File: config.mk
export PLATFORM = sky130hd
export DESIGN_NAME = p_id_ex_pipe_ctrl
export DESIGN_NICKNAME = d
export VERILOG_FILES = /design/src/rtl/p_pipe_pkg.sv /design/src/rtl/p_load_use_detect.sv /design/src/rtl/p_reg.sv /design/src/rtl/p_id_ex_pipe_ctrl.sv
export SDC_FILE = /design/constraint.sdc
export NUM_CORES = 1
export LEC_CHECK = 0
export BUFFER_PORTS_ARGS = -buffer_cell sky130_fd_sc_hd__buf_4
export CORE_AREA = 5 5 146 148
export DETAILED_ROUTE_END_ITERATION = 8
export DIE_AREA = 0 0 151 153
export SYNTH_ARGS = -nofsm -noshare
export SYNTH_HDL_FRONTEND = slang
export SYNTH_SLANG_ARGS = --single-unit
File: constraint.sdc
create_clock -name clk -period 1.85 [get_ports clk]
set_clock_uncertainty 0.1 [all_clocks]
set_input_delay 0 -clock clk [delete_from_list [all_inputs] [get_ports clk]]
set_output_delay 0 -clock clk [all_outputs]
set_load 0.02 [all_outputs]
File: src/rtl/p_pipe_pkg.sv
// Shared types and constants for the ID/EX pipeline boundary and its helpers.
package p_pipe_pkg;

  typedef enum logic [0:0] {
    EX_IDLE = 1'b0,
    EX_BUSY = 1'b1
  } ex_state_t;

  // Packed control bundle carried from decode into EX.
  typedef struct packed {
    logic [3:0] alu_op;
    logic [2:0] branch_op;
    logic [1:0] wb_sel;
    logic       alu_src;
    logic       mem_re;
    logic       mem_we;
    logic [2:0] funct3;
    logic       rsvd;
  } ctrl_bundle_t;

  localparam int DEFAULT_CTRL_W   = $bits(ctrl_bundle_t);
  localparam int DEFAULT_LONG_LAT = 34;

  // True when a source port is actually read and names the given register.
  function automatic logic src_match(input logic uses, input logic [4:0] src,
                                     input logic [4:0] dst);
    return uses && (src == dst);
  endfunction

endpackage

File: src/rtl/p_load_use_detect.sv
// Combinational load-use hazard compare between the EX slot and the ID instruction.
module p_load_use_detect
  import p_pipe_pkg::*;
(
  input  logic       ex_valid,
  input  logic       ex_is_load,
  input  logic       ex_reg_write_en,
  input  logic [4:0] ex_rd_addr,
  input  logic       id_valid,
  input  logic       id_uses_rs1,
  input  logic       id_uses_rs2,
  input  logic [4:0] id_rs1_addr,
  input  logic [4:0] id_rs2_addr,
  output logic       hazard
);

  logic ex_load_pending;
  logic src_hit;

  // x0 is never written, so a load targeting it cannot create a dependency.
  assign ex_load_pending = ex_valid && ex_is_load && ex_reg_write_en && (ex_rd_addr != 5'd0);
  assign src_hit = src_match(id_uses_rs1, id_rs1_addr, ex_rd_addr) ||
                   src_match(id_uses_rs2, id_rs2_addr, ex_rd_addr);
  assign hazard = ex_load_pending && id_valid && src_hit;

endmodule

File: src/rtl/p_reg.sv
// Generic enabled register with synchronous active-high clear.
module p_reg #(
  parameter int W = 1
) (
  input  logic         clk,
  input  logic         rst,
  input  logic         en,
  input  logic [W-1:0] d,
  output logic [W-1:0] q
);

  always_ff @(posedge clk) begin
    if (rst) begin
      q <= '0;
    end else if (en) begin
      q <= d;
    end
  end

endmodule

File: src/rtl/p_id_ex_pipe_ctrl.sv
// ID/EX boundary register with flush, load-use bubble and long-op hold.
// Define P_ID_EX_LONG_OP_EN to build the multi-cycle hold FSM for div/rem.
module p_id_ex_pipe_ctrl
  import p_pipe_pkg::*;
#(
  parameter int XLEN     = 32,
  parameter int CTRL_W   = DEFAULT_CTRL_W,
  parameter int LONG_LAT = DEFAULT_LONG_LAT
) (
  input  logic              clk,
  input  logic              rst,
  input  logic              i_valid,
  input  logic [XLEN-1:0]   i_pc,
  input  logic [XLEN-1:0]   i_pc_plus_4,
  input  logic [XLEN-1:0]   i_rs1_data,
  input  logic [XLEN-1:0]   i_rs2_data,
  input  logic [XLEN-1:0]   i_imm,
  input  logic [4:0]        i_rs1_addr,
  input  logic [4:0]        i_rs2_addr,
  input  logic [4:0]        i_rd_addr,
  input  logic              i_uses_rs1,
  input  logic              i_uses_rs2,
  input  logic              i_reg_write_en,
  input  logic              i_is_load,
  input  logic              i_is_long,
  input  logic [CTRL_W-1:0] i_ctrl,
  input  logic              i_flush,
  output logic              o_valid,
  output logic [XLEN-1:0]   o_pc,
  output logic [XLEN-1:0]   o_pc_plus_4,
  output logic [XLEN-1:0]   o_rs1_data,
  output logic [XLEN-1:0]   o_rs2_data,
  output logic [XLEN-1:0]   o_imm,
  output logic [4:0]        o_rd_addr,
  output logic              o_reg_write_en,
  output logic              o_is_load,
  output logic [CTRL_W-1:0] o_ctrl,
  output logic              o_stall_id,
  output logic              o_ex_busy,
  output logic              o_long_done
);

  localparam int DATA_W = 5 * XLEN + 5;
  localparam int CTL_W  = CTRL_W + 3;

  logic              load_use;
  logic              ex_hold;
  logic              cap_en;
  logic              capture_ok;
  logic [DATA_W-1:0] data_d;
  logic [DATA_W-1:0] data_q;
  logic [CTL_W-1:0]  ctl_d;
  logic [CTL_W-1:0]  ctl_q;

  p_load_use_detect u_load_use (
    .ex_valid        (o_valid),
    .ex_is_load      (o_is_load),
    .ex_reg_write_en (o_reg_write_en),
    .ex_rd_addr      (o_rd_addr),
    .id_valid        (i_valid),
    .id_uses_rs1     (i_uses_rs1),
    .id_uses_rs2     (i_uses_rs2),
    .id_rs1_addr     (i_rs1_addr),
    .id_rs2_addr     (i_rs2_addr),
    .hazard          (load_use)
  );

  // Flush always loads (as a bubble); otherwise a long-op hold freezes EX.
  assign cap_en     = i_flush || !ex_hold;
  assign capture_ok = i_valid && !load_use && !i_flush;

  assign data_d = {i_pc, i_pc_plus_4, i_rs1_data, i_rs2_data, i_imm, i_rd_addr};
  assign ctl_d  = capture_ok ? {1'b1, i_reg_write_en, i_is_load, i_ctrl} : '0;

  p_reg #(.W(DATA_W)) u_data_reg (
    .clk (clk),
    .rst (rst),
    .en  (cap_en),
    .d   (data_d),
    .q   (data_q)
  );

  p_reg #(.W(CTL_W)) u_ctl_reg (
    .clk (clk),
    .rst (rst),
    .en  (cap_en),
    .d   (ctl_d),
    .q   (ctl_q)
  );

  assign {o_pc, o_pc_plus_4, o_rs1_data, o_rs2_data, o_imm, o_rd_addr} = data_q;
  assign {o_valid, o_reg_write_en, o_is_load, o_ctrl} = ctl_q;

  assign o_stall_id = !i_flush && (ex_hold || load_use);

`ifdef P_ID_EX_LONG_OP_EN
  localparam int         CNT_W   = $clog2(LONG_LAT);
  localparam logic [0:0] ST_IDLE = EX_IDLE;
  localparam logic [0:0] ST_BUSY = EX_BUSY;

  logic [0:0]       state_q;
  logic [CNT_W-1:0] cnt_q;
  logic             ex_long_q;
  logic             at_last;

  assign at_last = (state_q == ST_BUSY) && (cnt_q == '0);

  // The first EX cycle of a long op is spent in IDLE, so it must hold too.
  assign ex_hold = ((state_q == ST_IDLE) && o_valid && ex_long_q) ||
                   ((state_q == ST_BUSY) && !at_last);

  always_ff @(posedge clk) begin
    if (rst) begin
      state_q   <= ST_IDLE;
      cnt_q     <= '0;
      ex_long_q <= 1'b0;
    end else if (i_flush) begin
      state_q   <= ST_IDLE;
      cnt_q     <= '0;
      ex_long_q <= 1'b0;
    end else begin
      if (cap_en) begin
        ex_long_q <= capture_ok && i_is_long;
      end
      case (state_q)
        ST_IDLE: begin
          if (o_valid && ex_long_q) begin
            state_q <= ST_BUSY;
            cnt_q   <= CNT_W'(LONG_LAT - 2);
          end
        end
        default: begin
          if (at_last) begin
            state_q <= ST_IDLE;
          end else begin
            cnt_q <= cnt_q - CNT_W'(1);
          end
        end
      endcase
    end
  end

  assign o_ex_busy   = (state_q == ST_BUSY);
  assign o_long_done = at_last && !i_flush && !rst;
`else
  logic [32:0] unused_long_cfg;

  assign unused_long_cfg = {i_is_long, 32'(LONG_LAT)};
  assign ex_hold         = 1'b0;
  assign o_ex_busy       = 1'b0;
  assign o_long_done     = 1'b0;
`endif

endmodule

### Yosys cells after proc, flatten, opt, wreduce, memory -nomap -nowiden

Cells that the tools add are included.

| storage, ports and cells | value |
|---|---|
| input port bits | 200 |
| output and inout port bits | 187 |
| logic and storage cells | 22 |
| flip-flop bits (word level) | 184 |

| cells by class | value |
|---|---|
| reduce and logical (&&, ||, !) cells | 15 |
| bitwise logic cells | 1 |
| equal/unequal tests | 2 |
| multiplexer cells | 1 |

Operator list:

| kind | number |
|---|---|
| 19-bit 2-to-1 mux | 1 |
| 5-bit equality test | 2 |
| 1-bit logical AND | 10 |
| 5-bit nonzero test | 1 |
| 1-bit logical NOT | 2 |
| 2-bit OR reduction | 1 |
| 1-bit logical OR | 1 |
| 1-bit NOT | 1 |

### Longest topological paths before layout

Gate-level depths: netlist of the first run.

| depth | value |
|---|---|
| word-level depth | 10 |
| mapped depth | 5 |
| mapped depth without buffers | 4 |

### Cells and area by module

A second synthesis of the first run with hierarchy kept.

| unflattened totals | value |
|---|---|
| cells, all modules | 640 |
| area total of the unflattened synthesis | 7,040.5 sq um |

Modules (own cells, without submodules):

| module | sequential area each (sq um) | area each (sq um) | cells each | times used |
|---|---|---|---|---|
| p_reg (u_data_reg) | 3,303.2 | 5,949.5 | 532 | 1 |
| p_reg (u_ctl_reg) | 380.4 | 683.2 | 61 | 1 |
| p_id_ex_pipe_ctrl | 0.0 | 267.8 | 29 | 1 |
| p_load_use_detect | 0.0 | 140.1 | 18 | 1 |

### Worst setup path before layout of the first run

No wires, ideal clock.

| timing | value |
|---|---|
| path kind | register to output |
| start | reg u_data_reg.q[2] |
| end | out o_stall_id |
| data required time | 1,750 ps |
| path slack | 369 ps |
| stages on the path, launching flop included | 6 |
| arrival | 1,381 ps |
| buffers on the path | 1 |
| path through | dfxtp_1 -> xnor2_1 -> nand4_1 -> o22ai_2 -> buf_6 -> and3b_1 |

| on the way | value |
|---|---|
| cells in the longest elaborated chain, start to end | 5 |
| elaborated cells on any way between the ends | 10 |
| those cells by class | eq/ne: 2; reduce/logical: 8 |

RTL lines:

| element | RTL line | text |
|---|---|---|
| from (decl) | p_reg.sv:9 | `output logic [W-1:0] q` |
| from (signal assigned) | p_reg.sv:14 | `q <= '0;` |
| from (signal assigned) | p_reg.sv:16 | `q <= d;` |
| 5-bit equality test / 5-bit nonzero test (equally long branches) | p_pipe_pkg.sv:27, p_load_use_detect.sv:21 |  |
| 1-bit logical AND (on tied branches) | p_pipe_pkg.sv:27, p_load_use_detect.sv:21 |  |
| 1-bit logical OR / 1-bit logical AND (equally long branches) | p_load_use_detect.sv:22, p_load_use_detect.sv:24 |  |
| 1-bit logical AND (*) | p_load_use_detect.sv:24 | `assign hazard = ex_load_pending && id_valid && src_hit;` |
| 1-bit logical AND (*) | p_id_ex_pipe_ctrl.sv:94 | `assign o_stall_id = !i_flush && (ex_hold \|\| load_use);` |
| to (decl) | p_id_ex_pipe_ctrl.sv:38 | `output logic o_stall_id,` |

Mark *: on every way between the ends. The rest lies on a longest branch, timed or not.

### Final worst setup path of the first run

| timing | value |
|---|---|
| start | reg u_data_reg.q[3] |
| end | out o_stall_id |

Same word-level chain as after synthesis.

==> flow_summary.ini, run 1 <==
[finish]
final_area_um2 = 10900
final_util_pct = 54.7
layout.cells.non_filler = 1285
area_growth_pct = 108
final_cell_mix = buf_4, dlygate4sd3_1, dfxtp_1
n_antenna_cell = 0
regArea_um2 = 3690
layout_commonest_cell = buf_4
final_layout_size_suffix_gt1_share_pct = 43.3
fin_nets = 1202
multi_input_area_um2 = 1400
nFillCells = 1720

[power_and_ir_drop]
p_seq_share_pct = 45.5
power.total_mw = 9.30
p_per_area_nw_per_um2 = 854
p_sw_share_pct = 26.3
leakagePower_nw = 5.07
clkPwrFrac_pct = 38.2
p_comb_share_pct = 16.4
p_sw_mw = 2.45
vdd_drop_max_mv = 0.544
p_int_mw = 6.85

[clock_network]
cts_buffer_depth = 2
tritoncts = done
cts_sinks = 184
cts_root_buffer = clkbuf_16
clkSlewWorstSetupHoldPaths_ps = 70
clk_latency_ps = 420
cts_made_buffers = 17
h-tree-depth = 4

[timing]
slew_violations = 0
hold_viol_final = 0
timing.hold.ws_ps = 3.51
fmax_ghz = 0.547
tightestPinTransition_ps = 866
setup_viol = 0
fin_setup_tns_ps = 0
finalCritPeriodShare_pct = 98.9
fin_ws_ps = 20.2
slew_headroom_pct = 42.3
rsz0062_at_grt = yes
period_needed_ps = 1830

[floorplanning]
fp.dieH_um = 153
ios = 387
core-area_um2 = 19900
initial_core_util_pct = 26.4
die_w_um = 151
die_area_um2 = 23100
rows = 52

[yosys]
synthCells = 434
ys_ff_latch = 184
ys_types = 18
syn_avg_cell_area_um2 = 12.1
ys.warnings.count = 0
synth_seq_area_share_pct = 70.2
synthesis.area_um2 = 5250

[placement]
pre_cts_ws_ps = 364
finalWeightedCongestion = 0.811
placed_cells = 1066
io_buffers = 383
place_area_um2 = 8400
dp_hpwl_mm = 13.0

[critical_path]
r2r_slack_ps = 130
path_class = register to output port
worstReg2RegStart = u_data_reg.q[3]
reg2reg_depth = 7
cp_data_required_time_ps = 1750
cp_max_fo = 4
crit_path_end_kind = output port
cp-start-kind = register
r2r_end = u_ctl_reg.q[5]
arrival_ps = 1730

[global_route]
grt_pass1_vias = 5508
met2_usage_pct = 28.3
grt_max_degree = 166
grt_use_met3_pct = 6.66
grt_pass1_wl_mm = 29.1
grt.overflow.total = 0
grt.total_usage_pct = 16.2
busiest_layer = met2
antenna_found_initial = 0
use_met1_pct = 17.4

[drt]
wl_per_cell_um = 15.3
first_pass_iters = 4
ant_nets = 0
drtIter0Drc = 96
wl_mm = 19.7
drc = 0
vias = 4993
viasPerCell = 3.89

[run_status]
status = complete, no violations

[worst_hold_path]
holdPathStages = 3
min_from = rst
min_to = u_data_reg.q[154]
hold_path_class = input port to register

[flow_run]
drv_cap = 0
==> critical path: stages, from the launching register on <==
cell and delay, ps:
dfxtp_2 350, xnor2_1 150, nand4_1 120, o22ai_2 260, buf_12 140, and3b_1 170, buf_6 120
==> power by group through the flow <==
stage          clock, mW  sequential, mW  combinational, mW
2_1_floorplan          0            4.57              0.222
3_3_place_gp           0            4.31               1.17
3_5_place_dp           0            4.32               1.18
4_1_cts             3.68            4.23               1.51
5_1_grt             3.82            4.25               1.62
6_report            3.55            4.23               1.52
==> how the worst max path moves through the flow <==
stage | endpoint | start | slack, ps
after floorplan | o_stall_id | u_data_reg.q[2] | 370
after global placement | o_stall_id | u_data_reg.q[2] | 380
after detailed placement | o_stall_id | u_data_reg.q[3] | 360
after CTS | o_stall_id | u_data_reg.q[3] | 30
after global routing | o_stall_id | u_data_reg.q[4] | -80
final | o_stall_id | u_data_reg.q[3] | 20
==> cell usage after synthesis (all sizes together) <==
library cell | count | share of area (%)
a21oi | 2 | 0.19
nor3 | 1 | 0.095
inv | 18 | 1.3
dfxtp | 184 | 70
nor2b | 165 | 20
o22ai | 1 | 0.24
clkbuf | 19 | 1.4
a211oi | 18 | 3.4
buf | 6 | 0.91
and3b | 1 | 0.17
nor2 | 2 | 0.14
conb | 1 | 0.071
nand2 | 3 | 0.21
xnor2 | 10 | 1.7
nand4 | 3 | 0.36
==> area by class of cell <==
class	instances	area share (%)
Timing Repair Buffer	573	44.2
Sequential cell	184	33.9
Multi-Input combinational cell	208	12.8
Clock inverter	15	1.45
Inverter	18	0.620
Clock buffer	17	3.90
Tap cell	270	3.10
==> repair_timing <==
item | CTS | global route
gates cloned | 1 | 0
hold buffers | 183 | 0
endpoints found under the hold margin | 183 | 0
pin swaps | 1 | 3
endpoints found under the setup margin | 1 | 1
gates resized for setup | 5 | 5
setup buffers | 2 | 1
==> cell families (layout without fill, tap and decap cells) <==
| group | after synthesis | after routing | synth area share [%] |
|---|---|---|---|
| compound gates | 21 | 21 | 3.86 |
| xor+xnor | 10 | 10 | 1.67 |
| buf+inv | 43 | 623 | 3.55 |
| flops | 184 | 184 | 70.2 |
| other cells | 1 | 2 | 0.0715 |
| simple gates | 175 | 175 | 20.6 |
==> routing by layer <==
layer | up-vias | share of wire (%)
li1 | 2460 | -
met1 | 2248 | 38
met2 | 252 | 49
met3 | 33 | 11
met4 | 0 | 2.5
met5 | - | 0
==> flip-flops by register name (all words and copies together) (netlist names) <==
signal / flops
u_data_reg.q: 165
u_ctl_reg.q: 19
No activity file was read; power rests on OpenSTA's default activity.
==> inputs of run 2 (changes only) <==
--- a/config.mk
+++ b/config.mk
@@ -9,6 +9,7 @@
 export CORE_AREA = 5 5 146 148
 export DETAILED_ROUTE_END_ITERATION = 8
 export DIE_AREA = 0 0 151 153
+export REMOVE_ABC_BUFFERS = 1
 export SYNTH_ARGS = -nofsm -noshare
 export SYNTH_HDL_FRONTEND = slang
 export SYNTH_SLANG_ARGS = --single-unit
==> flow_summary.ini, run 2 (synthesis gave the netlist of run 1 again) <==
[critical_path]
crit_slowest_cell = dfxtp_2
r2r_slack_ps = 230
cpMostUsedCell = buf_6
worstPathCellList = buf_6 -> xnor2_2 -> nand4_1 -> o22ai_4 -> and3b_1 -> buf_6
cp_max_fo = 3
slowest_delay_ps = 330
crit_path_end_kind = output port
cp_data_required_time_ps = 1750
cp-start-kind = register
path_buf_inv = 2
critical_path.top_delay_family = simple AND/OR/NAND/NOR gates
path_class = register to output port
arrival_ps = 1700

[drt]
drtIter0Drc = 117
vias = 5129
dr_wl_met3_mm = 2.03
wl_mm = 20.2
met1Wirelength_mm = 7.22
wl_per_cell_um = 15.4
highest_layer = met4
dr_wl_met2_mm = 10.4
ant_nets = 0
viasPerCell = 3.91
first_pass_iters = 4
drc = 0

[timing]
slew_headroom_pct = 56.1
fmax_ghz = 0.555
period_needed_ps = 1800
timing.hold.ws_ps = 29.0
rsz0062_at_grt = yes
finalCritPeriodShare_pct = 97.4
tightestPinTransition_ps = 659
hold_viol_final = 0
setup_viol = 0
slew_violations = 0

[finish]
n_antenna_cell = 0
regMostFlops = u_data_reg.q
layout_commonest_cell = buf_4
fin_nets = 1231
area_growth_pct = 115
largestRegisters = u_data_reg.q: 165 flops, u_ctl_reg.q: 19 flops
final_layout_size_suffix_gt1_share_pct = 42.9
largest_register_ffs = 165
final_cell_mix = buf_4, dlygate4sd3_1, dfxtp_1

[clock_network]
clkSlewWorstSetupHoldPaths_ps = 60
tritoncts = done
cts_root_buffer = clkbuf_16
clk_latency_ps = 410
cts_made_buffers = 17
h-tree-depth = 4
cts_buffer_depth = 2
cts_sinks = 184

[global_route]
antenna_found_initial = 0
grt.total_usage_pct = 16.9
grt_pass1_vias = 5690
grt_pass1_wl_mm = 30.1
grt.overflow.total = 0
grt_max_degree = 77

[floorplanning]
die_w_um = 151
rows = 52
fp.dieH_um = 153
initial_core_util_pct = 26.4
ios = 387
core-area_um2 = 19900
die_area_um2 = 23100

[placement]
io_buffers = 383
finalWeightedCongestion = 0.816
dp_hpwl_mm = 13.4

[run_status]
status = complete, no violations

[power_and_ir_drop]
power.total_mw = 9.72
leakagePower_nw = 5.27
vdd_drop_max_mv = 0.560
p_per_area_nw_per_um2 = 863

[flow_run]
drv_cap = 0

[worst_hold_path]
hold_path_class = input port to register
==> run 2: cell type report <==
class                      count  area [µm²]
clock buffer                  19         453
multi-input combinational    209        1460
timing repair buffer         601        5070
tap                          270         338
sequential                   184        3690
clock inverter                11         186
inverter                      18        67.6
fill                        1631        8650
==> run 2: final timing paths <==
path | startpoint | endpoint | depth (start not counted)
worst max-delay path | u_data_reg.q[4] | o_stall_id | 6
worst min-delay path | i_uses_rs2 | u_ctl_reg.q[9] | 5
worst max register to register | u_data_reg.q[4] | u_ctl_reg.q[1] | 7
worst min register to register | u_ctl_reg.q[17] | u_ctl_reg.q[13] | 3
==> run 2: worst register-to-register path: stages, from the launching register on <==
cell,delay [ps]
dfxtp_2,330
buf_6,130
xnor2_2,140
nand4_1,180
o22ai_4,210
buf_4,170
buf_12,150
a211oi_1,80
==> run 2: through the flow <==
stage | instances | worst slack (ps) | instance area (µm²) | TNS [ps] | utilization [%]
2_1_floorplan | 410 | -294 | 5130 | -3940 | -
3_3_place_gp | 1074 | 96.9 | 8460 | 0 | 42.5
3_5_place_dp | 1074 | 124 | 8460 | 0 | 42.5
4_1_cts | 1313 | 16.9 | 11200 | 0 | 56.3
5_1_grt | 1312 | -50.7 | 11300 | -50.7 | 56.6
6_report | 1312 | 48.6 | 11300 | 0 | 56.6
==> run 2: per-layer routing <==
layer	vias to the layer above	global-route usage, %
met5	-	0
met4	0	6.69
met3	35	6.99
met2	250	30.4
met1	2326	17.1
li1	2518	-
==> run 2: repair_timing <==
item,4_1_cts,5_1_grt
setup buffers,1,0
pin swaps,1,7
hold buffers,207,0
hold endpoints to repair,184,0
setup endpoints to repair,1,1
resized for setup,3,14
cloned,1,0
==> run 2: report_power, final <==
group / leakage (nW) / switching (mW) / total (mW) / internal, mW
Combinational: 3.42 / 0.655 / 1.59 / 0.932
Clock: 0.314 / 1.55 / 3.90 / 2.36
Sequential: 1.53 / 0.0679 / 4.23 / 4.16
Total: 5.27 / 2.27 / 9.72 / 7.46
==> inputs of run 3 (changes only) <==
==> constraint.sdc (replaced) <==
create_clock -name clk -period 1.46 [get_ports clk]
set_clock_uncertainty 0.1 [all_clocks]
set_input_delay 0 -clock clk [delete_from_list [all_inputs] [get_ports clk]]
set_output_delay 0 -clock clk [all_outputs]
set_load 0.02 [all_outputs]
==> flow_summary.ini, run 3 (synthesis gave the netlist of run 1 again) <==
[run_status]
status = complete, but fails checks
violations = setup timing

[finish]
final_cell_mix = buf_4, dlygate4sd3_1, dfxtp_1
largest_register_ffs = 165
final_layout_size_suffix_gt1_share_pct = 43.2
layout_commonest_cell = buf_4
area_growth_pct = 111
fin_nets = 1219
largestRegisters = u_data_reg.q: 165 flops, u_ctl_reg.q: 19 flops
regMostFlops = u_data_reg.q
final_area_um2 = 11100

[drt]
first_pass_iters = 4
drc = 0
drtIter0Drc = 92
viasPerCell = 3.89
wl_mm = 19.8
vias = 5069
wl_per_cell_um = 15.2
ant_nets = 0

[timing]
slew_violations = 0
hold_viol_final = 0
fmax_ghz = 0.615
finalCritPeriodShare_pct = 111
timing.hold.ws_ps = 8.91
setup_viol = 1
period_needed_ps = 1630
rsz0062_at_grt = yes
fin_ws_ps = -167

[power_and_ir_drop]
power.total_mw = 11.8
p_comb_share_pct = 16.6
vdd_drop_max_mv = 0.674
p_per_area_nw_per_um2 = 1070
p_sw_mw = 2.94
p_seq_share_pct = 45.3
p_int_mw = 8.88
leakagePower_nw = 5.17
clkPwrFrac_pct = 38.1
p_sw_share_pct = 24.9

[clock_network]
h-tree-depth = 4
cts_made_buffers = 17
cts_buffer_depth = 2
clk_latency_ps = 410
tritoncts = done
cts_root_buffer = clkbuf_16
cts_sinks = 184
clkSlewWorstSetupHoldPaths_ps = 70

[floorplanning]
die_area_um2 = 23100
core-area_um2 = 19900
die_w_um = 151
ios = 387
rows = 52
initial_core_util_pct = 26.4
fp.dieH_um = 153

[critical_path]
critical_path.top_delay_family = flip-flops
r2r_slack_ps = 20
worstReg2RegStart = u_data_reg.q[4]
cp-start-kind = register
crit_path_end_kind = output port
r2r_end = u_ctl_reg.q[7]
path_buf_inv = 1
reg2reg_depth = 5
path_class = register to output port
crit_slowest_cell = dfxtp_4
cp_max_fo = 4
slowest_delay_ps = 360
cp_data_required_time_ps = 1360
arrival_ps = 1530
worstPathCellList = xnor2_1 -> nand4_1 -> o22ai_2 -> and3b_1 -> buf_6

[placement]
place_area_um2 = 8450
finalWeightedCongestion = 0.760
pre_cts_ws_ps = 41.3
io_buffers = 383
dp_hpwl_mm = 13.5

[global_route]
grt_pass1_vias = 5676
grt.total_usage_pct = 16.5
grt_max_degree = 69
grt_pass1_wl_mm = 29.5
grt.overflow.total = 0
antenna_found_initial = 0

[worst_hold_path]
min_to = u_data_reg.q[60]
holdPathStages = 3
hold_path_class = input port to register
min_from = rst

[flow_run]
drv_cap = 0
-- run 3: power groups by stage --
stage          Clock (mW)  Combinational (mW)  Sequential (mW)
3_5_place_dp            0                1.50             5.47
2_1_floorplan           0               0.217             5.79
6_report             4.51                1.96             5.36
5_1_grt              4.87                2.08             5.39
3_3_place_gp            0                1.50             5.47
4_1_cts              4.64                1.95             5.36
-- run 3: area by class of cell --
type / instances / area, µm²
antenna: 1 / 2.50
clock buffer: 19 / 443
clock inverter: 13 / 138
fill: 1658 / 8830
inverter: 18 / 67.6
multi-input combinational: 208 / 1440
sequential: 184 / 3700
tap: 270 / 338
timing repair buffer: 590 / 4950
-- run 3: timing repair --
| action | 4_1_cts | 5_1_grt |
|---|---|---|
| endpoints found under the setup margin | 1 | 19 |
| setup buffers | 1 | 1 |
| hold buffers | 198 | 0 |
| hold endpoints to repair | 184 | 0 |
| pin swaps | 8 | 5 |
| gates resized for setup | 10 | 7 |
-- run 3: stage by stage --
stage,util (%),setup TNS (ps),std cells
CTS,55.5,-170,1303
global placement,42.5,0,1072
finish,55.6,-167,1303
detailed placement,42.5,0,1072
global route,55.6,-554,1302
floorplan,-,-11740,410
-- run 3: worst register-to-register path: stages (launching register included) --
cell,delay [ps]
dfxtp_4,360
xnor2_1,170
nand4_1,150
o22ai_2,130
buf_4,280
a211oi_1,120
-- run 3: worst max path at each step --
stage | startpoint | to | slack, ps | cells past startpoint
detailed placement | u_data_reg.q[2] | u_ctl_reg.q[2] | 40 | 5
finish | u_data_reg.q[4] | o_stall_id | -170 | 5
floorplan | u_data_reg.q[3] | o_stall_id | -680 | 3
global route | u_data_reg.q[4] | o_stall_id | -230 | 5
global placement | u_data_reg.q[0] | u_ctl_reg.q[6] | 60 | 5
CTS | u_data_reg.q[2] | o_stall_id | -170 | 5
-- run 3: routing by layer --
| layer | share of wire, % | GRT usage (%) | wire [µm] |
|---|---|---|---|
| met4 | 3.3 | 7.30 | 648 |
| met3 | 9.9 | 6.28 | 1960 |
| met5 | 0 | 0 | 0 |
| met2 | 51 | 29.2 | 10000 |
| met1 | 36 | 17.0 | 7180 |
